[config.mk]
export PLATFORM = sky130hd
export DESIGN_NAME = fifo_rd_stream
export DESIGN_NICKNAME = d
export VERILOG_FILES = /design/src/rtl/fifo_pkg.sv /design/src/rtl/fifo_rd_skid.sv /design/src/rtl/fifo_rd_stream.sv
export SDC_FILE = /design/constraint.sdc
export NUM_CORES = 1
export LEC_CHECK = 0
export CAP_MARGIN = 10
export CORE_ASPECT_RATIO = 1.25
export CORE_MARGIN = 4
export CORE_UTILIZATION = 56
export CTS_CLUSTER_SIZE = 30
export DETAILED_ROUTE_END_ITERATION = 12
export DONT_BUFFER_PORTS = 1
export PLACE_DENSITY_LB_ADDON = 0.25
export SLEW_MARGIN = 10
export SYNTH_ARGS = -nofsm -noshare
export SYNTH_HDL_FRONTEND = slang
export SYNTH_SLANG_ARGS = --single-unit
[constraint.sdc]
create_clock -name rd_clk -period 3.2 [get_ports rd_clk]
set_clock_uncertainty 0.15 [all_clocks]
set_input_delay 0.96 -clock rd_clk [delete_from_list [all_inputs] [get_ports rd_clk]]
set_output_delay 0.96 -clock rd_clk [all_outputs]
set_load 0.03 [all_outputs]
[src/rtl/fifo_pkg.sv]
// Shared types and defaults for the dual-clock FIFO read-side consumer.
package fifo_pkg;
  localparam int D_WIDTH_DEF = 8;

  typedef enum logic [1:0] {
    IDLE  = 2'd0,
    RUN   = 2'd1,
    DRAIN = 2'd2
  } rd_state_t;
endpackage

[src/rtl/fifo_rd_skid.sv]
// Two-entry in-order output buffer; entry 0 is always the oldest word.
module fifo_rd_skid
  import fifo_pkg::*;
#(
  parameter int D_WIDTH = D_WIDTH_DEF
) (
  input  logic               rd_clk,
  input  logic               rd_rst,
  input  logic               i_push,
  input  logic [D_WIDTH-1:0] i_push_data,
  input  logic               i_pop,
  output logic [1:0]         o_count,
  output logic [D_WIDTH-1:0] o_head
);

  logic [D_WIDTH-1:0] r_ent0;
  logic [D_WIDTH-1:0] r_ent1;
  logic [1:0]         r_count;

  always_ff @(posedge rd_clk or negedge rd_rst) begin
    if (!rd_rst) begin
      r_ent0  <= '0;
      r_ent1  <= '0;
      r_count <= 2'd0;
    end else begin
      case ({i_push, i_pop})
        2'b10: begin
          if (r_count == 2'd0) r_ent0 <= i_push_data;
          else                 r_ent1 <= i_push_data;
          r_count <= r_count + 2'd1;
        end
        2'b01: begin
          r_ent0  <= r_ent1;
          r_count <= r_count - 2'd1;
        end
        2'b11: begin
          // Land and pop together: occupancy unchanged, new word goes to the tail.
          if (r_count == 2'd2) begin
            r_ent0 <= r_ent1;
            r_ent1 <= i_push_data;
          end else begin
            r_ent0 <= i_push_data;
          end
        end
        default: ;
      endcase
    end
  end

  assign o_count = r_count;
  assign o_head  = r_ent0;

endmodule

[src/rtl/fifo_rd_stream.sv]
// FIFO read-side consumer: issues rd_en, absorbs the 1-cycle read latency in a
// 2-entry buffer and presents the words as a valid/ready stream.
//
// state | meaning
// IDLE  | not fetching, buffer empty
// RUN   | fetching from FIFO while buffer has room
// DRAIN | no new fetches; delivering buffered and in-flight words
module fifo_rd_stream
  import fifo_pkg::*;
#(
  parameter int D_WIDTH = D_WIDTH_DEF,
  parameter int CNT_W   = 16
) (
  input  logic               rd_clk,
  input  logic               rd_rst,
  input  logic               enable,
  input  logic               fifo_empty,
  input  logic [D_WIDTH-1:0] fifo_data,
  output logic               rd_en,
  output logic               m_valid,
  output logic [D_WIDTH-1:0] m_data,
  input  logic               m_ready,
  output logic               busy,
  output logic               drain_done,
  output logic [CNT_W-1:0]   word_cnt
);

  rd_state_t          r_state;
  rd_state_t          w_next;
  logic               r_in_flight;
  logic [CNT_W-1:0]   r_word_cnt;
  logic [1:0]         w_count;
  logic [D_WIDTH-1:0] w_head;
  logic               w_pop;
  logic [2:0]         w_occ;
  logic               w_drained;

  fifo_rd_skid #(.D_WIDTH(D_WIDTH)) u_skid (
    .rd_clk      (rd_clk),
    .rd_rst      (rd_rst),
    .i_push      (r_in_flight),
    .i_push_data (fifo_data),
    .i_pop       (w_pop),
    .o_count     (w_count),
    .o_head      (w_head)
  );

  assign m_valid = (w_count != 2'd0);
  assign m_data  = w_head;
  assign w_pop   = m_valid & m_ready;
  // Occupancy after this cycle; counting the pop lets rd_en sustain 1 word/cycle.
  assign w_occ     = {1'b0, w_count} + {2'b00, r_in_flight} - {2'b00, w_pop};
  assign w_drained = (w_count == 2'd0) & ~r_in_flight;

  always_ff @(posedge rd_clk or negedge rd_rst) begin
    if (!rd_rst) r_state <= IDLE;
    else         r_state <= w_next;
  end

  always_comb begin
    w_next = r_state;
    case (r_state)
      IDLE:    if (enable) w_next = RUN;
      RUN:     if (!enable) w_next = DRAIN;
      DRAIN: begin
        if (enable)         w_next = RUN;
        else if (w_drained) w_next = IDLE;
      end
      default: w_next = IDLE;
    endcase
  end

  always_comb begin
    rd_en      = 1'b0;
    busy       = 1'b0;
    drain_done = 1'b0;
    rd_en      = (r_state == RUN) & ~fifo_empty & (w_occ < 3'd2);
    busy       = (r_state != IDLE);
    drain_done = (r_state == DRAIN) & ~enable & w_drained;
  end

  always_ff @(posedge rd_clk or negedge rd_rst) begin
    if (!rd_rst) begin
      r_in_flight <= 1'b0;
      r_word_cnt  <= '0;
    end else begin
      r_in_flight <= rd_en;
      if (w_pop) r_word_cnt <= r_word_cnt + 1'b1;
    end
  end

  assign word_cnt = r_word_cnt;

endmodule
; ---- Word level (Yosys, flattened, before mapping)
; Cells that the tools add are included.
[word_totals]
wordCells = 55
output_inout_bits = 28
inputBits = 13
register_bits = 37
[classes]
n_bitwise = 9
mux = 12
magnitude_cmp = 1
n_reduce_logical = 10
add_sub_neg = 5
eq_ne = 12
[op_table]
columns = cell, count
row1 = 2-to-1 mux 8 bit, 4
row2 = one-hot mux 8 bit (3 select lines), 1
row3 = adder 16 x 1 -> 16 bit (second input constant), 1
row4 = one-hot mux 8 bit (2 select lines), 1
row5 = == test 2 bit (second input constant), 4
row6 = 2-to-1 mux 2 bit, 4
row7 = != test 2 bit (second input constant), 4
row8 = nonzero test 2 bit, 4
row9 = bitwise AND 1 bit, 6
row10 = one-hot mux 2 bit (3 select lines), 1
row11 = AND reduction 3 bit, 2
row12 = == test 2 x 1 -> 1 bit (second input constant), 2
row13 = zero test 2 bit, 2
row14 = one-hot mux 2 bit (2 select lines), 1
row15 = adder 2 x 1 -> 3 bit, 1
row16 = less-than comparator 3 x 2 -> 1 bit (second input constant), 1
row17 = != test 3 bit (second input constant), 1
row18 = NOT 1 bit, 3
row19 = nonzero test 3 bit, 1
row20 = subtractor 3 x 1 -> 3 bit, 1
row21 = adder 2 x 1 -> 2 bit (second input constant), 1
row22 = != test 2 x 1 -> 1 bit (second input constant), 1
row23 = AND reduction 2 bit, 1
row24 = subtractor 2 x 1 -> 2 bit (second input constant), 1

; ---- Logic depth before layout (Yosys ltp)
[logic_depth]
word_depth = 5
depth_mapped = 8
depth_no_buf = 7

; ---- Hierarchy
; From an unflattened synthesis, not the netlist that was laid out.
[hier_totals]
cells_unflattened = 162
hier_area_um2 = 1829.3
[modules_own_cells]
columns = module, cells_each, instances, area_each_um2, seq_area_each_um2
row1 = fifo_rd_stream, 79, 1, 928.4, 475.5
row2 = fifo_rd_skid, 83, 1, 900.9, 450.4

; ---- Worst setup path after synthesis
; OpenSTA, ideal clock, no wires.
[synth_timing]
path_type = input-to-output
from = input m_ready
to = output rd_en
arrival_ps = 3069
path_slack_ps = -979
n_path_buf = 0
t_required_ps = 2090
path_stages = 7
cell_sequence = inv_1 nor2_1 a21oi_1 nand2b_1 fa_1 xor2_1 nor4b_1
[synth_via]
elab_chain_cells = 4
[synth_lines]
columns = element, line_no
row1 = from (decl), fifo_rd_stream.sv:22  ; input logic m_ready,
row2 = bitwise AND 1 bit, fifo_rd_stream.sv:50  ; assign w_pop = m_valid & m_ready;
row3 = subtractor 3 x 1 -> 3 bit, fifo_rd_stream.sv:52  ; assign w_occ = {1'b0, w_count} + {2'b00, r_in_flight} - {2'b00, w_pop};
row4 = less-than comparator 3 x 2 -> 1 bit, fifo_rd_stream.sv:77  ; rd_en = (r_state == RUN) & ~fifo_empty & (w_occ < 3'd2);
row5 = bitwise AND 1 bit, fifo_rd_stream.sv:77
row6 = to (decl), fifo_rd_stream.sv:19  ; output logic rd_en,
; Every way passes these cells.

; ---- Worst setup path in the final report
; Same ends and word-level chain as after synthesis.

==> results.toml <==
[status]
status = "finished, violations left"
violations = "setup timing"

[global_route]
antenna_found_initial = 0
grt_usage_pct = 19.9
grt_max_degree = 38
grt_pass1_wl_mm = 6.23
grt_pass1_vias = 1392
grt-ovfl-total = 0

[floorplanning]
die-width_um = 58.2
coreArea_um2 = 2970
io_pins = 41
die_y_um = 70.8
start_util_pct = 59.4
dieArea_um2 = 4120
row_count = 22

[placed_design]
portBuffers = 0
gp_congestion = 0.787
dp_hpwl_mm = 2.66
dp_cells = 200

[synth]
avgSynthCellArea_um2 = 11.0
syn_inst = 160
synth_area_um2 = 1770
seq_area_frac_synth_pct = 52.4
yosysWarnings = 0
ys_types = 33
synth_nets = 175
synth-seq-cells = 37

[critical_path]
worstPathCellList = "inv_1, nor2_2, a21oi_2, nand2b_4, fa_2, xor2_1, nor4b_4, buf_4"
reg2reg_depth = 7
path_delay_family = "simple AND/OR/NAND/NOR gates"
path_max_fanout = 15
path_class = "primary input to output pin"
slowest_stage = "fa_2"
cp.arrival_ns = 2.34
required_ns = 2.09
end_kind = "output pin"
cp.buffers_inverters = 2
crit_path_start_kind = "primary input"
crit_cells = 8
critical-path-max-stage-delay_ns = 0.34

[sta]
timing.fmax_mhz = 290
tightest_slew_ns = 0.419
maxSlewHeadroom_pct = 71.9
setup_viol = 1
fin_crit_ns = 3.45
hold_viol = 0
period_share_pct = 108
finalMaxSlewViolations = 0
layout_setup_ws_ns = -0.248
rsz0062_at_grt = "true"

[finish]
layout.nets = 186
area_growth_syn_to_layout_pct = 9.71
final_common_cell = "dfrtp_1"
diodes = 0
layoutNonFillerInstCount = 208
layout_common_cells = "dfrtp_1 (37), nand2_1 (16), a21oi_1 (12), xnor2_1 (11), buf_4 (10)"
drive_gt1_share_pct = 20.3

[cts]
path_clk_slew_ns = 0.12
ctsHoldBuffers = 0
clk_latency_ns = 0.35
cts_tree = "built"
h-tree-depth = 2
cts-buffers-inserted = 5
clk_path_buf_depth = 2
clkSinkCount = 37
root_buffer = "clkbuf_4"

[routing]
wl_met2_mm = 1.95
dr.first_iter.drc_count = 54
vias = 1268
vias_per_cell = 6.10
firstDrtPassIters = 4
wl_per_cell_um = 17.5
wl_met1_mm = 1.35
drc = 0
top_layer = "met4"
route.met3.wl_um = 240
drtAntennaViolNets = 0
drt_wl_total_mm = 3.65

[hold_path]
hp-class = "primary input to async pin"

[power_and_ir_drop]
p_per_area_nw_per_um2 = 762
irDropWorstVdd_v = 0.000463
fin_total_pwr_uw = 1480
p_leak_uw = 0.000866

[job]
max_cap_violations = 0
[registers in the layout (all words and copies together), names as in the netlist]
| signal | flops |
|---|---|
| word_cnt | 16 |
| u_skid.r_ent1 | 8 |
| r_in_flight | 1 |
| u_skid.o_head | 8 |
| r_state | 2 |
| u_skid.o_count | 2 |
[Yosys cell counts (all sizes together)]
cell     count  area (µm²)
nor2         5        18.8
nand2       17        66.3
mux2         9         101
o211ai       1        7.51
xor2         6        52.6
or2          1        6.26
inv          3        11.3
o21ai        8        40.0
ha           1        12.5
dfrtp       37         926
clkbuf       1        3.75
xnor2       11        96.3
fa           1        20.0
a21oi       13        65.1
mux2i        8        80.1
nand3b       1        7.51
buf          5        31.3
o21a         1        8.76
nor3         5        36.3
and3         2        12.5
and4         1        8.76
nand4        1        6.26
nor4b        2        17.5
nand2b       4        25.0
o2111ai      1        15.0
o22ai        8        50.1
nand3        5        25.0
or3          1        6.26
a21boi       1        7.51
[metal layers]
| metal | vias to the layer above | global-route usage [%] |
|---|---|---|
| met1 | 623 | 21.3 |
| met3 | 14 | 7.85 |
| met4 | 0 | 10.3 |
| met5 | - | 0 |
| li1 | 587 | - |
| met2 | 44 | 33.3 |
[where the power goes]
group / switching (µW) / total (µW) / internal [µW]
registers: 277 / 878 / 601
clock network: 161 / 244 / 82.8
logic: 184 / 354 / 171
total: 622 / 1480 / 855
[what timing repair did]
item | 4_1_cts | 5_1_grt
buffers inserted | 0 | 0
setup endpoints to repair | 1 | 1
resized for setup | 0 | 0
pin swaps | 1 | 0
[cells by family after synthesis]
group / synth area share [%]
adders and majority gates: 1.84
muxes: 10.3
xor gates and xnor gates: 8.43
buffers and inverters: 2.62
DFF: 52.4
AOI/OAI and AO/OA: 11.0
and+or+nand+nor: 13.4
[path summary, 6_finish.rpt]
check / slack (ns) / start / to
setup / recovery: -0.25 / m_ready / rd_en
hold / removal: 0.14 / rd_rst / u_skid.o_head[2]$_DFFE_PN0P_
setup reg to reg: 1.24 / u_skid.o_count[0]$_DFFE_PN0P_ / r_in_flight$_DFF_PN0_
hold reg to reg: 0.36 / r_state[1]$_DFFE_PN0P_ / r_state[0]$_DFFE_PN0P_
max in group asynchronous: 2.67 / rd_rst / word_cnt[0]$_DFFE_PN0P_
min in group rd_clk: 0.36 / r_state[1]$_DFFE_PN0P_ / r_state[0]$_DFFE_PN0P_
[metrics by stage]
| step | setup TNS (ns) | util [%] | cell area (µm²) | setup slack (ns) | hold slack [ns] |
|---|---|---|---|---|---|
| after floorplan | -0.290 | - | 1800 | -0.290 | 0.322 |
| after global placement | -0.195 | 63.3 | 1880 | -0.195 | 0.336 |
| after detailed placement | -0.285 | 63.3 | 1880 | -0.285 | 0.354 |
| after CTS | -0.267 | 65.2 | 1940 | -0.267 | 0.115 |
| after global routing | -0.337 | 65.2 | 1940 | -0.337 | 0.0868 |
| final | -0.248 | 65.2 | 1940 | -0.248 | 0.137 |
[layout make-up]
| class | instances | area (µm²) |
|---|---|---|
| Clock buffer | 5 | 37.5 |
| Clock inverter | 3 | 17.5 |
| Fill cell | 247 | 1040 |
| Inverter | 3 | 11.3 |
| Multi-Input combinational cell | 114 | 825 |
| Sequential cell | 37 | 926 |
| Tap cell | 36 | 45.0 |
| Timing Repair Buffer | 10 | 75.1 |
No activity file was read; power rests on OpenSTA's default activity.
